## config.mk

```make
export PLATFORM = sky130hd
export DESIGN_NAME = seg_scan
export DESIGN_NICKNAME = d
export VERILOG_FILES = /design/src/rtl/seg_pkg.sv /design/src/rtl/seg7_decode.sv /design/src/rtl/seg_scan.sv
export SDC_FILE = /design/constraint.sdc
export NUM_CORES = 1
export LEC_CHECK = 0
export CORE_MARGIN = 3
export CORE_UTILIZATION = 30
export CTS_BUF_LIST = sky130_fd_sc_hd__clkbuf_8
export DETAILED_ROUTE_END_ITERATION = 16
export MAX_ROUTING_LAYER = met4
export PLACE_DENSITY = 0.53
export SLEW_MARGIN = 20
export SYNTH_ARGS = -nofsm -noshare
export SYNTH_HDL_FRONTEND = slang
export SYNTH_SLANG_ARGS = --single-unit
```

## constraint.sdc

```tcl
create_clock -name clk -period 2.2 [get_ports clk]
set_input_delay 0.44 -clock clk [delete_from_list [all_inputs] [get_ports clk]]
set_output_delay 0.44 -clock clk [all_outputs]
set_load 0.03 [all_outputs]
```

## src/rtl/seg_pkg.sv

```systemverilog
// rtl/seg_pkg.sv - shared segment patterns, digit indices and magnitude helper for seg_scan
package seg_pkg;

    localparam logic [6:0] SEG_BLANK = 7'b1111111;
    localparam logic [6:0] SEG_MINUS = 7'b0111111;

    localparam logic [6:0] SEG_0 = 7'b1000000;
    localparam logic [6:0] SEG_1 = 7'b1111001;
    localparam logic [6:0] SEG_2 = 7'b0100100;
    localparam logic [6:0] SEG_3 = 7'b0110000;
    localparam logic [6:0] SEG_4 = 7'b0011001;
    localparam logic [6:0] SEG_5 = 7'b0010010;
    localparam logic [6:0] SEG_6 = 7'b0000010;
    localparam logic [6:0] SEG_7 = 7'b1111000;
    localparam logic [6:0] SEG_8 = 7'b0000000;

    localparam logic [2:0] DIG_SIGN_A = 3'd0;
    localparam logic [2:0] DIG_MAG_A  = 3'd1;
    localparam logic [2:0] DIG_SIGN_B = 3'd2;
    localparam logic [2:0] DIG_MAG_B  = 3'd3;
    localparam logic [2:0] DIG_SIGN_S = 3'd4;
    localparam logic [2:0] DIG_MAG_S  = 3'd5;

    // 4-bit two's-complement magnitude; -8 wraps to 4'b1000, read as unsigned 8
    function automatic logic [3:0] mag4(input logic [3:0] v);
        return v[3] ? (~v + 4'd1) : v;
    endfunction

endpackage

```

## src/rtl/seg7_decode.sv

```systemverilog
// rtl/seg7_decode.sv - combinational 0..8 magnitude to active-low {g,f,e,d,c,b,a} pattern
module seg7_decode
    import seg_pkg::*;
(
    input  logic [3:0] mag,
    output logic [6:0] pattern
);

    always_comb begin
        pattern = SEG_BLANK;
        case (mag)
            4'd0: pattern = SEG_0;
            4'd1: pattern = SEG_1;
            4'd2: pattern = SEG_2;
            4'd3: pattern = SEG_3;
            4'd4: pattern = SEG_4;
            4'd5: pattern = SEG_5;
            4'd6: pattern = SEG_6;
            4'd7: pattern = SEG_7;
            4'd8: pattern = SEG_8;
            default: pattern = SEG_BLANK;
        endcase
    end

endmodule

```

## src/rtl/seg_scan.sv

```systemverilog
// rtl/seg_scan.sv - six-digit multiplexed display of signed a, b, sum; optional SEG_SCAN_OV_BLINK_EN
module seg_scan
    import seg_pkg::*;
#(
    parameter int DIV = 50000
) (
    input  logic       clk,
    input  logic       rst_n,
    input  logic [3:0] a,
    input  logic [3:0] b,
    input  logic [3:0] sum,
    input  logic       op,
    input  logic       ov,
    output logic [5:0] an,
    output logic [6:0] seg,
    output logic       led_op,
    output logic       led_ov
);

    localparam int CW = (DIV > 2) ? $clog2(DIV) : 1;
    localparam logic [CW-1:0] PRE_LAST = CW'(DIV - 1);

    logic [CW-1:0] pre;
    logic [2:0]    idx;
    logic          tick;
    logic          wrap;

    logic [3:0] snap_a;
    logic [3:0] snap_b;
    logic [3:0] snap_s;
    logic       snap_op;
    logic       snap_ov;

    assign tick = (pre == PRE_LAST);
    assign wrap = tick && (idx == DIG_MAG_S);

    always_ff @(posedge clk or negedge rst_n) begin
        if (!rst_n) begin
            pre     <= '0;
            idx     <= DIG_SIGN_A;
            snap_a  <= '0;
            snap_b  <= '0;
            snap_s  <= '0;
            snap_op <= 1'b0;
            snap_ov <= 1'b0;
        end else begin
            pre <= tick ? '0 : pre + CW'(1);
            if (tick)
                idx <= wrap ? DIG_SIGN_A : idx + 3'd1;
            // capture only at the frame boundary so one frame never mixes old and new values
            if (wrap) begin
                snap_a  <= a;
                snap_b  <= b;
                snap_s  <= sum;
                snap_op <= op;
                snap_ov <= ov;
            end
        end
    end

    logic blank_sum;

`ifdef SEG_SCAN_OV_BLINK_EN
    logic [3:0] frame_cnt;

    always_ff @(posedge clk or negedge rst_n) begin
        if (!rst_n)
            frame_cnt <= '0;
        else if (wrap)
            frame_cnt <= frame_cnt + 4'd1;
    end

    assign blank_sum = snap_ov && frame_cnt[3] && (idx[2:1] == 2'b10);
`else
    assign blank_sum = 1'b0;
`endif

    logic [3:0] sel_val;
    logic [3:0] sel_mag;
    logic [6:0] dec_pat;
    logic [6:0] seg_next;
    logic [5:0] an_next;

    always_comb begin
        sel_val = '0;
        case (idx[2:1])
            2'b00:   sel_val = snap_a;
            2'b01:   sel_val = snap_b;
            2'b10:   sel_val = snap_s;
            default: sel_val = '0;
        endcase
    end

    assign sel_mag = mag4(sel_val);

    seg7_decode u_decode (
        .mag     (sel_mag),
        .pattern (dec_pat)
    );

    // even indices are sign digits, odd indices magnitude digits
    always_comb begin
        seg_next = dec_pat;
        if (!idx[0])
            seg_next = sel_val[3] ? SEG_MINUS : SEG_BLANK;
        if (blank_sum)
            seg_next = SEG_BLANK;
    end

    assign an_next = ~(6'd1 << idx);

    always_ff @(posedge clk or negedge rst_n) begin
        if (!rst_n) begin
            an     <= 6'b111111;
            seg    <= SEG_BLANK;
            led_op <= 1'b0;
            led_ov <= 1'b0;
        end else begin
            an     <= an_next;
            seg    <= seg_next;
            led_op <= snap_op;
            led_ov <= snap_ov;
        end
    end

endmodule

```

==> results of run 1 <==
==> synth_stat cells, drive strengths merged (2+ instances only) <==
master | count | area share
mux2i | 5 | 0.021
a2bb2oi | 2 | 0.0075
dfstp | 13 | 0.15
o21ai | 7 | 0.015
xnor2 | 9 | 0.042
inv | 8 | 0.013
dfrtp | 35 | 0.37
buf | 5 | 0.014
a22oi | 2 | 0.012
a21oi | 4 | 0.013
nor2b | 3 | 0.0080
and3 | 3 | 0.0080
ha | 12 | 0.064
mux2 | 19 | 0.093
nor3 | 3 | 0.0064
a31oi | 3 | 0.0080
nand2 | 16 | 0.026
xor2 | 5 | 0.019
nor2 | 17 | 0.030
nand3 | 8 | 0.017
==> sequential cells by signal, indices dropped and copies added, names as in the netlist <==
signal   flops
an           6
idx          3
led_op       1
led_ov       1
pre         16
seg          7
snap_a       4
snap_b       4
snap_op      1
snap_ov      1
snap_s       4
==> kinds of logic after synthesis <==
family                     Yosys count  share of synthesized area
AOI/OAI and AO/OA                   23                     0.0838
xor gates and xnor gates            14                     0.0603
adders and majority gates           12                     0.0641
buffers and inverters               14                     0.0288
DFF                                 48                      0.519
muxes                               24                      0.114
and+or+nand+nor                     59                      0.129
==> power groups by stage <==
| stage | logic, uW | clock network [uW] | registers (uW) |
|---|---|---|---|
| after floorplan | 0.212 | 0 | 899 |
| after global placement | 48.3 | 0 | 899 |
| after detailed placement | 48.5 | 0 | 899 |
| after CTS | 48.6 | 644 | 883 |
| after global routing | 52.5 | 684 | 883 |
| final | 46.2 | 624 | 883 |
==> layer usage <==
| metal | wire, um | global-route usage |
|---|---|---|
| met5 | 0 | - |
| met4 | 57 | 0.0325 |
| met3 | 217 | 0.0279 |
| met2 | 1800 | 0.150 |
| met1 | 2160 | 0.154 |
==> repair_timing <==
item	CTS	global route
endpoints found under the setup margin	1	7
buffers inserted	1	3
gates resized for setup	0	4
pin swaps	0	6
==> cell type report <==
| class | count | area [um2] |
|---|---|---|
| Multi-Input combinational cell | 132 | 1110 |
| Clock inverter | 3 | 38.8 |
| Fill cell | 713 | 4400 |
| Clock buffer | 5 | 68.8 |
| Timing Repair Buffer | 45 | 420 |
| Sequential cell | 48 | 1220 |
| Inverter | 8 | 30.0 |
| Tap cell | 99 | 124 |
==> critical path: stages (launching register included) <==
cell,delay (ns)
dfrtp_2,0.45
buf_4,0.17
mux2_4,0.31
a21oi_4,0.18
buf_4,0.18
nor2_4,0.05
xnor2_4,0.18
mux2_1,0.35
a31oi_1,0.15
==> path summary, 6_finish.rpt <==
path / start / end / slack, ns / cells after the start
worst max-delay path: idx[1]$_DFFE_PN0N_ / seg[4]$_DFF_PN1_ / 0.11 / 8
worst min register to register: snap_ov$_DFFE_PN0P_ / led_ov$_DFF_PN0_ / 0.38 / 0
min in group clk: snap_ov$_DFFE_PN0P_ / led_ov$_DFF_PN0_ / 0.38 / 0
worst max register to register: idx[1]$_DFFE_PN0N_ / seg[4]$_DFF_PN1_ / 0.11 / 8
max in group asynchronous: rst_n / an[5]$_DFF_PN1_ / 1.54 / 2
worst min-delay path: rst_n / pre[12]$_DFF_PN0_ / 0.09 / 1
==> metrics by stage <==
stage	hold slack (ns)	worst slack, ns	util	std cells
after floorplan	0.144	0.0107	-	194
after global placement	0.359	0.0111	0.385	328
after detailed placement	0.362	0.00680	0.385	328
after CTS	0.0983	0.000382	0.401	337
after global routing	0.120	-0.00387	0.406	340
final	0.0876	0.114	0.406	340
==> results.md, run 1 <==
* Switching power at between 300 and 400 uW
* Largest net degree at the start of global routing at 29
* CTS tree: built
* Grt total ovfl at 0
* H-tree levels at 2
* Count of different cell masters after synthesis at 44
* Wire length per cell at ~12 um
* Commonest non-fill, non-tap cell in the layout: dfrtp_1
* Clk_lat worst skew at around 0.30 ns
* Antenna violations before repair at 0
* Logic pwr share at 0.030
* Final Routed Wirelength at around 4.2 mm
* 1st-iter DRT viols at 66
* P_leak at 0.00136 uW
* Syn_area_per_cell at 12.1 um2
* Drt drc at 0
* Routability Congestion at 0.778
* Fin crit period at roughly 2.1 ns
* Number of synthesized flops with an enable pin at 0
* Number of iterations in the first detailed-routing pass at 4
* Max Buffers Root-to-Sink at 2
* Fin. max-slew vios at 0
* Net Sw Frac at 0.200
* Ys flop type: dfrtp_1
* Async S/R FF share, synth at 1.00
* Global Route Usage Sum at 0.108
* Num CTS Buffers at 5
* ANT nets after route at 0
* Worst setup path class: reg2reg
* Max Cap Viol at 0
* Row count at 31
* Power Total at roughly 1600 uW
* Vias in the first global route at approximately 1500
* Worst path arrival time at roughly 2.3 ns
* Yosys warns at 0
* Area growth syn-to-layout at 28.4%
* HP Class: in2async
* Vias at 1503
* Post-synthesis cell count at ~190
* Power Density at 516 nW/um2
* Status: completed
* Clk_skew at 0.00679 ns
* Critical path fanouts, max at 6
* Rel. slew slack at 0.676
* FMAX at between 400 and 500 MHz
* Worst Tran Pin Value at 0.487 ns
* Final hold vios at 0
* Post-synthesis register bit count at 48
* Setup TNS at 0 ns
* Seq pwr share at 0.569
* Placed wire-length estimate at around 3.2 mm
* Setup violators final at 0
* Initial Util at 0.316
* Num ports at 31
* TritonCTS sink count at 48
* Cell Int Power at roughly 1200 uW
* Die span in y at between 90 and 100 um
* Post-Syn Area at about 2300 um2
* # hold bufs at CTS at 0
* ANT cells at 0
* Most frequent cells in the layout: dfrtp_1 (34), clkdlybuf4s50_1 (29), nand2_1 (16), nor2_1 (15)
* Setup crit end kind: flip-flop
* Placement Cell Area at roughly 2900 um2
* First-pass GRT wire length at between 7 and 8 mm
* VDD IR max at around 0.00033 V
* Core Area at about 7400 um2
* Clock root cell: clkbuf_8
* Input/output buffers at 30
* Sequential share of the synthesized area at 0.519
* Worst Path Required at between 2 and 2.5 ns
* Fraction of layout cells with a size suffix above 1 at 0.282
* Clk slew on worst S/H paths at 0.09 ns
* Clock network power share at 0.402
* Post-route cell area at approximately 3000 um2
* Crit share post-route at 0.948
* Via-per-instance ratio at about 4.4
* Area of the die at around 8900 um2
* CP startpoint kind: flip-flop
* Final #Nets at between 200 and 300
* Die W at 94.4 um
* Mapped Nets at 222
(Power assumes the default switching activity.)
==> run 2: changes to the inputs <==
==> constraint.sdc (replaced) <==
create_clock -name clk -period 1.91 [get_ports clk]
set_input_delay 0.382 -clock clk [delete_from_list [all_inputs] [get_ports clk]]
set_output_delay 0.382 -clock clk [all_outputs]
set_load 0.03 [all_outputs]
==> run 2 against run 1 <==
Effect of this change:
- the run now ends with setup timing left
- sequential power increased by 16%
- critical path depth increased by 2
- wire length increased by 8.6%
- critical endpoint is now seg[5]$_DFF_PN1_
- largest cell class unchanged
==> results.md, run 2 (synthesis gave the netlist of run 1 again) <==
* Status: finished, violations left
* Failing checks: setup timing
* Commonest non-fill, non-tap cell in the layout: dfrtp_1
* Fin. max-slew vios at 0
* Placement Cell Area at roughly 3000 um2
* Power Density at approximately 500 nW/um2
* Area of the die at approximately 9000 um2
* P_leak at between 0.0015 and 0.002 uW
* Placed Cells at around 350
* Clock root cell: clkbuf_8
* Die W at about 94 um
* Vias at around 1600
* Crit share post-route at 1.10
* Setup violators final at 7
* Core Area at 7410 um2
* First-pass GRT wire length at about 7.8 mm
* CTS tree: built
* Worst-case reg-to-reg path depth at 10
* Placed wire-length estimate at 3.21 mm
* Max Buffers Root-to-Sink at 2
* Initial Util at 0.316
* Die span in y at between 90 and 100 um
* Clk_lat worst skew at between 0.2 and 0.3 ns
* HP Class: in2async
* Row count at 31
* Power Total at 1670 uW
* CP startpoint kind: flip-flop
* Input/output buffers at 30
* Antenna violations before repair at 0
* Final hold vios at 0
* TritonCTS sink count at 48
* H-tree levels at 2
* Num CTS Buffers at 5
* Fin crit period at about 2.1 ns
* Num ports at 31
* Clk_skew at roughly 0.0036 ns
* Worst path arrival time at approximately 2.3 ns
* # hold bufs at CTS at 0
* Largest net degree at the start of global routing at between 40 and 50
* Fin Hold WS at approximately 0.058 ns
* RSZ-0062 raised after global routing: yes
* Critical path fanouts, max at 5
* Non-filler cells, final at around 360
* Routability Congestion at between 0.7 and 0.8
* Largest Register: pre
* Final Routed Wirelength at about 4.6 mm
* Post-route cell area at between 3000 and 4000 um2
* Setup crit end kind: flip-flop
* Registers with the most flip-flops: pre: 16 flops, seg: 7 flops, an: 6 flops
* VDD IR max at approximately 0.00026 V
* Grt total ovfl at 0
* Worst Tran Pin Value at between 0.3 and 0.4 ns
* Clk slew on worst S/H paths at roughly 0.08 ns
* Fraction of layout cells with a size suffix above 1 at 0.395
* Largest register FFs at 16
* Wire length per cell at ~13 um
* Setup ws final at -0.183 ns
* Worst setup path class: reg2reg
* Drt drc at 0
* Most frequent cells in the layout: dfrtp_1 (34), buf_4 (32), clkdlybuf4s50_1 (29), nand2_1 (15)
* 1st-iter DRT viols at 90
* Vias in the first global route at 1691
* ANT nets after route at 0
* FMAX at between 400 and 500 MHz
* Number of iterations in the first detailed-routing pass at 4
* Area growth syn-to-layout at 39.6%
* Final #Nets at 291
* Worst Path Required at roughly 2.1 ns
* Rel. slew slack at 0.774
* Via-per-instance ratio at roughly 4.4
* Max Cap Viol at 0
* Global Route Usage Sum at 0.113
* ANT cells at 0
## run 2: cell types whose count changed in the layout (fill, tap and decap cells not counted), sizes merged
| cell | delta |
|---|---|
| buf | +23 |
| bufinv | -1 |
| clkbuf | +1 |
| inv | -1 |
## run 2: final timing paths
kind / endpoint / startpoint / slack (ns)
worst min register to register: led_op$_DFF_PN0_ / snap_op$_DFFE_PN0P_ / 0.38
worst max register to register: seg[5]$_DFF_PN1_ / idx[1]$_DFFE_PN0N_ / -0.18
worst max-delay path: seg[5]$_DFF_PN1_ / idx[1]$_DFFE_PN0N_ / -0.18
worst min-delay path: pre[12]$_DFF_PN0_ / rst_n / 0.06
max in group asynchronous: an[3]$_DFF_PN1_ / rst_n / 1.58
min in group clk: led_op$_DFF_PN0_ / snap_op$_DFFE_PN0P_ / 0.38
## run 2: where the power goes
group | leakage, uW | internal (uW) | switching (uW)
clock | 0.0000447 | 282 | 315
sequential | 0.000610 | 1020 | 0
combinational | 0.000846 | 29.8 | 22.6
total | 0.00150 | 1330 | 337
## run 2: per-layer routing
metal  global-route usage  vias to the layer above  wire length, um
met1                0.153                      765             2320
met3               0.0263                        4              202
met2                0.170                       34             2020
li1                     -                      807                -
met5                    -                        -                0
met4               0.0325                        0               53
## run 2: final cells by class
class / instances / area, um2
clock inverter: 1 / 3.75
sequential: 48 / 1220
fill: 705 / 4140
multi-input combinational: 132 / 1190
timing repair buffer: 68 / 621
clock buffer: 6 / 82.6
tap: 99 / 124
inverter: 8 / 30.0
## run 2: stage by stage
| stage | setup TNS (ns) | utilization | setup slack, ns |
|---|---|---|---|
| final | -1.02 | 0.441 | -0.183 |
| after global routing | -1.84 | 0.441 | -0.324 |
| after CTS | -0.852 | 0.432 | -0.168 |
| after detailed placement | -1.45 | 0.408 | -0.241 |
| after global placement | -1.22 | 0.408 | -0.208 |
| after floorplan | -1.76 | - | -0.279 |
## run 2: timing repair
item / in CTS / in global routing
gates resized for setup: 15 / 15
pin swaps: 7 / 11
setup buffers: 5 / 1
gates cloned: 0 / 1
setup endpoints to repair: 13 / 21
## run 2: worst max-delay path, stage by stage, from the launching register on
cell     delay (ns)
dfrtp_2        0.45
mux2_4         0.32
a22oi_4        0.22
ha_4           0.23
nor2_4         0.13
a21oi_4        0.05
inv_2          0.08
ha_4           0.16
nand2_4        0.05
nor3b_4        0.25
a31oi_1        0.07
